[src/rtl/led_status_pkg.sv]
// rtl/led_status_pkg.sv - shared LED bit map and sizing helpers for the LED status driver
package led_status_pkg;

    localparam int LED_BIT0   = 0;
    localparam int LED_BIT1   = 1;
    localparam int LED_BIT2   = 2;
    localparam int LED_BIT3   = 3;
    localparam int RGB0_G_BIT = 4;
    localparam int RGB1_G_BIT = 5;

    localparam int NUM_STRETCH      = 6;
    localparam int DEFAULT_PWM_BITS = 8;

    // Counter must hold STRETCH_CYCLES itself; a zero-cycle stretch still needs a 1-bit counter.
    function automatic int stretch_cnt_width(input int cycles);
        int w;
        w = $clog2(cycles + 1);
        return (w < 1) ? 1 : w;
    endfunction

endpackage

[src/rtl/led_status_driver_pulse_stretcher.sv]
// rtl/led_status_driver_pulse_stretcher.sv - holds a bit on for STRETCH_CYCLES after each rising edge
module pulse_stretcher
    import led_status_pkg::*;
#(
    parameter int STRETCH_CYCLES = 5_000_000
) (
    input  logic CLK,
    input  logic RST,
    input  logic d,
    output logic q
);

    localparam int                CNT_W    = stretch_cnt_width(STRETCH_CYCLES);
    localparam logic [CNT_W-1:0]  CNT_LOAD = CNT_W'(STRETCH_CYCLES);

    logic             prev_q;
    logic [CNT_W-1:0] cnt_q;
    logic [CNT_W-1:0] cnt_d;

    // A rising edge always reloads, so a retrigger mid-stretch restarts the full window.
    always_comb begin
        cnt_d = cnt_q;
        if (d && !prev_q) begin
            cnt_d = CNT_LOAD;
        end else if (cnt_q != '0) begin
            cnt_d = cnt_q - CNT_W'(1);
        end
    end

    always_ff @(posedge CLK) begin
        if (RST) begin
            prev_q <= 1'b0;
            cnt_q  <= '0;
        end else begin
            prev_q <= d;
            cnt_q  <= cnt_d;
        end
    end

    assign q = d | (cnt_q != '0);

endmodule

[src/rtl/led_status_driver.sv]
// rtl/led_status_driver.sv - registers core status, stretches activity bits, heartbeat and PWM-dims board LEDs
module led_status_driver
    import led_status_pkg::*;
#(
    parameter int PWM_BITS       = DEFAULT_PWM_BITS,
    parameter int BRIGHTNESS     = 32,
    parameter int STRETCH_CYCLES = 5_000_000
) (
    input  logic        CLK,
    input  logic        RST,
    input  logic [15:0] DIN,
    input  logic        HALT,
    input  logic        TICK,
    input  logic        SYS_RST,
    output logic [0:3]  led,
    output logic        led0_r,
    output logic        led0_g,
    output logic        led0_b,
    output logic        led1_r,
    output logic        led1_g,
    output logic        led1_b
);

    // One extra bit lets BRIGHTNESS = 2^PWM_BITS mean fully on.
    localparam logic [PWM_BITS:0] BRIGHT_CMP = (PWM_BITS + 1)'(BRIGHTNESS);

    logic [NUM_STRETCH-1:0] din_q;
    logic                   halt_q;
    logic                   sys_rst_q;
    logic                   hb_q, hb_d;
    logic [PWM_BITS-1:0]    pwm_cnt_q, pwm_cnt_d;
    logic [0:3]             led_q, led_d;
    logic [2:0]             rgb0_q, rgb0_d;
    logic [1:0]             rgb1_q, rgb1_d;

    logic [NUM_STRETCH-1:0] stretched;
    logic                   pwm_on;
    logic                   unused_din_hi;

    assign unused_din_hi = ^DIN[15:6];

    for (genvar i = 0; i < NUM_STRETCH; i++) begin : g_stretch
        pulse_stretcher #(
            .STRETCH_CYCLES(STRETCH_CYCLES)
        ) u_stretch (
            .CLK(CLK),
            .RST(RST),
            .d  (din_q[i]),
            .q  (stretched[i])
        );
    end

    always_comb begin
        hb_d      = hb_q ^ TICK;
        pwm_cnt_d = pwm_cnt_q + PWM_BITS'(1);
        pwm_on    = ({1'b0, pwm_cnt_q} < BRIGHT_CMP);

        led_d[0] = stretched[LED_BIT0] & pwm_on;
        led_d[1] = stretched[LED_BIT1] & pwm_on;
        led_d[2] = stretched[LED_BIT2] & pwm_on;
        led_d[3] = stretched[LED_BIT3] & pwm_on;

        rgb0_d = {halt_q & pwm_on, stretched[RGB0_G_BIT] & pwm_on, hb_q & pwm_on};
        rgb1_d = {stretched[RGB1_G_BIT] & pwm_on, sys_rst_q & pwm_on};
    end

    always_ff @(posedge CLK) begin
        if (RST) begin
            din_q     <= '0;
            halt_q    <= 1'b0;
            sys_rst_q <= 1'b0;
            hb_q      <= 1'b0;
            pwm_cnt_q <= '0;
            led_q     <= '0;
            rgb0_q    <= '0;
            rgb1_q    <= '0;
        end else begin
            din_q     <= DIN[NUM_STRETCH-1:0];
            halt_q    <= HALT;
            sys_rst_q <= SYS_RST;
            hb_q      <= hb_d;
            pwm_cnt_q <= pwm_cnt_d;
            led_q     <= led_d;
            rgb0_q    <= rgb0_d;
            rgb1_q    <= rgb1_d;
        end
    end

    assign led    = led_q;
    assign led0_r = rgb0_q[2];
    assign led0_g = rgb0_q[1];
    assign led0_b = rgb0_q[0];
    assign led1_r = 1'b0;
    assign led1_g = rgb1_q[1];
    assign led1_b = rgb1_q[0];

endmodule

[config.mk]
export PLATFORM = sky130hd
export DESIGN_NAME = led_status_driver
export DESIGN_NICKNAME = d
export VERILOG_FILES = /design/src/rtl/led_status_pkg.sv /design/src/rtl/led_status_driver_pulse_stretcher.sv /design/src/rtl/led_status_driver.sv
export SDC_FILE = /design/constraint.sdc
export NUM_CORES = 1
export LEC_CHECK = 0
export ABC_CLOCK_PERIOD_IN_PS = 3200
export CELL_PAD_IN_SITES_DETAIL_PLACEMENT = 0
export CELL_PAD_IN_SITES_GLOBAL_PLACEMENT = 1
export CORE_MARGIN = 3
export CORE_UTILIZATION = 40
export CTS_CLUSTER_DIAMETER = 80
export DETAILED_ROUTE_END_ITERATION = 7
export PLACE_DENSITY_LB_ADDON = 0.1
export SLEW_MARGIN = 10
export SYNTH_ARGS = -nofsm -noshare
export SYNTH_HDL_FRONTEND = slang
export SYNTH_SLANG_ARGS = --single-unit
[constraint.sdc]
create_clock -name CLK -period 3.2 [get_ports CLK]
set_input_delay 0.48 -clock CLK [delete_from_list [all_inputs] [get_ports CLK]]
set_output_delay 0.48 -clock CLK [all_outputs]
set_load 0.005 [all_outputs]
==> flow_metrics.tcl <==
set metrics [dict create \
    route.final.wire_length_um 16900 \
    hold_path.startpoint "RST" \
    layout-area-overhead-vs-synth_pct 13.7 \
    crit_path_start_kind "register" \
    grt_antenna_before_repair 0 \
    critPathMaxFanout 10 \
    worst_hold_path_type "primary input to register" \
    detail-route-antenna-nets 0 \
    placeableCoreArea_um2 19000 \
    holdBufCountCts 0 \
    cellLeakagePower_nw 3.20 \
    tightestPinTransition_ps 727 \
    ys_seq_elements 170 \
    place.gp.congestion 0.788 \
    crit_path_start "g_stretch[3].u_stretch.cnt_q[0]$_SDFFE_PP0P_" \
    die_area_um2 21200 \
    fin_tns_setup_ps 0 \
    dr_total_vias 6349 \
    cts_inserted_buffers 17 \
    postSynth.asyncResetShare 0 \
    post-synth-top-area-fraction 0.436 \
    ir_worst_vdd_mv 0.428 \
    cts-resized-gates 0 \
    cts_buffer_depth 2 \
    drt_first_pass_iters 6 \
    netlist-cell-type-count 59 \
    globalRoute.totalOverflow 0 \
    max-cap-violations 0 \
    drive_gt1_frac 0.0785 \
    yosys_warnings 0 \
    start_util 0.411 \
    h-tree-depth 4 \
    synthesis.area_um2 7800 \
    final.setup.worst_slack_ps 551 \
    finalHoldViolCount 0 \
    average_cell_area_after_synthesis_um2 8.76 \
    yosysSeqAreaShare 0.436 \
    rows 50 \
    final-setup-viol-count 0 \
    drt-vias-per-instance 5.39 \
    min_period_ps 2650 \
    n_fill_cell 1831 \
    timing.setup.critical_path_class "register to register" \
    dpl_cell_area_um2 8260 \
    final.setup_skew_ps 8.31 \
    fin_area_um2 8870 \
    critical_r2r_launch "g_stretch[3].u_stretch.cnt_q[0]$_SDFFE_PP0P_" \
    dp_hpwl_um 11500 \
    timing.critical_path.arrival_ps 2940 \
    rsz0062_at_grt "false" \
    report.final.slew_viol_count 0 \
    synth_top_flop_cell "sky130_fd_sc_hd__dfxtp_1" \
    grt_first_pass_wirelength_um 29200 \
    power_density_nw_per_um2 1070 \
    leading_cell_types_by_total_area_after_synthesis "sky130_fd_sc_hd__dfxtp_1 (44%), sky130_fd_sc_hd__xnor2_1 (5.7%), sky130_fd_sc_hd__nor2_1 (5.1%)" \
    library_cell_used_as_clock_root_buffer "sky130_fd_sc_hd__clkbuf_16" \
    detail_route.iter0.violations 423 \
    clk_pin_slew_ps 60 \
    fp.dieW_um 146 \
    clk-insertion-delay-late_ps 430 \
    total_drc_errors_in_the_routed_layout 0 \
    grt_pass1_vias 6172 \
    tritoncts "done" \
    place_inst 1145 \
    io_pins 31 \
    fmaxAchievable_mhz 378 \
    synth_cells 890 \
    place_ws_ps 613 \
    outcome "finished, final reports clean" \
    cts_setup_buffers 0 \
    number_of_enable_type_register_cells_in_the_synthesized_netlist 0 \
    critical_path_required_ps 3490 \
    insertedDiodeCount 0 \
    grt_max_degree 26 \
    syn_nets 924 \
    routed_wire_length_per_instance_um 14.3 \
    placement.io_buffers 19 \
    nNetsFinal 938 \
    grt_use_total 0.163 \
    cts_sinks 170 \
    post-synth-top-area-cell "sky130_fd_sc_hd__dfxtp_1" \
    timing.final.crit_share 0.828 \
    fp.dieH_um 146 \
    worst_slew_margin_rel 0.511 \
    setup.worst_path.end_class "register" \
    layout.cells.non_filler 1177 \
]
==> placed cells by master, fill, tap and decap left out, types with 16 or more instances in the layout <==
cell,instances
sky130_fd_sc_hd__a21oi_1,77
sky130_fd_sc_hd__nor2_1,106
sky130_fd_sc_hd__nor2b_1,18
sky130_fd_sc_hd__dfxtp_1,170
sky130_fd_sc_hd__nor3_1,33
sky130_fd_sc_hd__nand3_1,17
sky130_fd_sc_hd__clkbuf_16,17
sky130_fd_sc_hd__o21ai_0,29
sky130_fd_sc_hd__nand2_1,37
sky130_fd_sc_hd__nand4_1,16
sky130_fd_sc_hd__or3_1,29
sky130_fd_sc_hd__nor4_1,34
sky130_fd_sc_hd__or4_1,20
sky130_fd_sc_hd__clkdlybuf4s50_1,18
sky130_fd_sc_hd__xor2_1,34
sky130_fd_sc_hd__xnor2_1,51
sky130_fd_sc_hd__nand2b_1,20
sky130_fd_sc_hd__inv_1,16
==> area by class of cell <==
type                       instances  area [µm²]  share of cell area
clock buffer                      18         439              0.0495
clock inverter                    14         170              0.0192
inverter                          16        60.1             0.00677
multi-input combinational        667        4190               0.472
sequential                       170        3400               0.384
tap                              260         325              0.0367
timing repair buffer              32         283              0.0319
==> per-layer routing <==
metal,vias to the layer above,part of all wire,GRT usage
met5,-,0,0
met4,0,0.0082,0.0475
met3,9,0.028,0.0399
met2,65,0.46,0.260
met1,3015,0.50,0.221
li1,3260,-,-
==> where the power goes <==
group | internal [W] | switching, W | total [W]
registers | 0.00272 | 0.000601 | 0.00332
logic | 0.00169 | 0.00239 | 0.00408
clock network | 0.00125 | 0.000869 | 0.00212
==> sequential cells by signal, indices dropped and copies added (netlist names), 2 cells and up <==
register                    cells
rgb0_q                          3
din_q                           6
g_stretch.u_stretch.prev_q      6
led                             4
g_stretch.u_stretch.cnt_q     138
rgb1_q                          2
pwm_cnt_q                       8
==> metrics by stage <==
step                power [W]  hold WS, ps   util
floorplan             0.00653          406      -
global placement      0.00728          412  0.436
detailed placement    0.00740          427  0.436
CTS                   0.00959          404  0.468
global route           0.0103          452  0.468
finish                0.00952          427  0.468
==> synthesized netlist by cell type, drive strengths merged, types with 2 or more instances <==
cell type	n
or2	8
o31ai	15
and2	6
nand2	37
a21oi	77
a31oi	14
nand4	16
nand4b	5
nand2b	20
nor3b	3
o41ai	3
and3	4
a21o	2
nor2b	18
and4	4
nor2	106
nand3b	6
xnor2	51
or4b	8
o21ai	29
xor2	34
nand3	18
mux2i	2
a211oi	12
inv	16
o21a	5
a2111oi	4
nor4	37
dfxtp	170
nor3	35
or4	23
ha	13
nor4b	6
or3	31
clkbuf	28
buf	9
o211ai	5
a41o	2
a32oi	2
==> worst paths after layout <==
| path | endpoint | slack, ps | depth (start not counted) |
|---|---|---|---|
| min | g_stretch[5].u_stretch.cnt_q[8]$_SDFFE_PP0P_ | 430 | 2 |
| min reg2reg | rgb0_q[2]$_SDFF_PP0_ | 440 | 1 |
| max | g_stretch[3].u_stretch.cnt_q[9]$_SDFFE_PP0P_ | 550 | 7 |
| max reg2reg | g_stretch[3].u_stretch.cnt_q[9]$_SDFFE_PP0P_ | 550 | 7 |
==> cell families after synthesis <==
family,after synthesis,share of synthesized area
other,1,0.000481
AOI/OAI and AO/OA,174,0.136
buffers and inverters,53,0.0276
DFF,170,0.436
adders and majority gates,13,0.0209
and+or+nand+nor,392,0.281
muxes,2,0.00257
xor gates and xnor gates,85,0.0955
==> worst max-delay path: stages (launching register included) <==
cell	delay [ps]
sky130_fd_sc_hd__dfxtp_1	380
sky130_fd_sc_hd__inv_1	110
sky130_fd_sc_hd__ha_1	150
sky130_fd_sc_hd__or4b_2	570
sky130_fd_sc_hd__or4_1	610
sky130_fd_sc_hd__or2_0	410
sky130_fd_sc_hd__or3b_1	220
sky130_fd_sc_hd__a31oi_1	70
No activity file was read; power rests on OpenSTA's default activity.
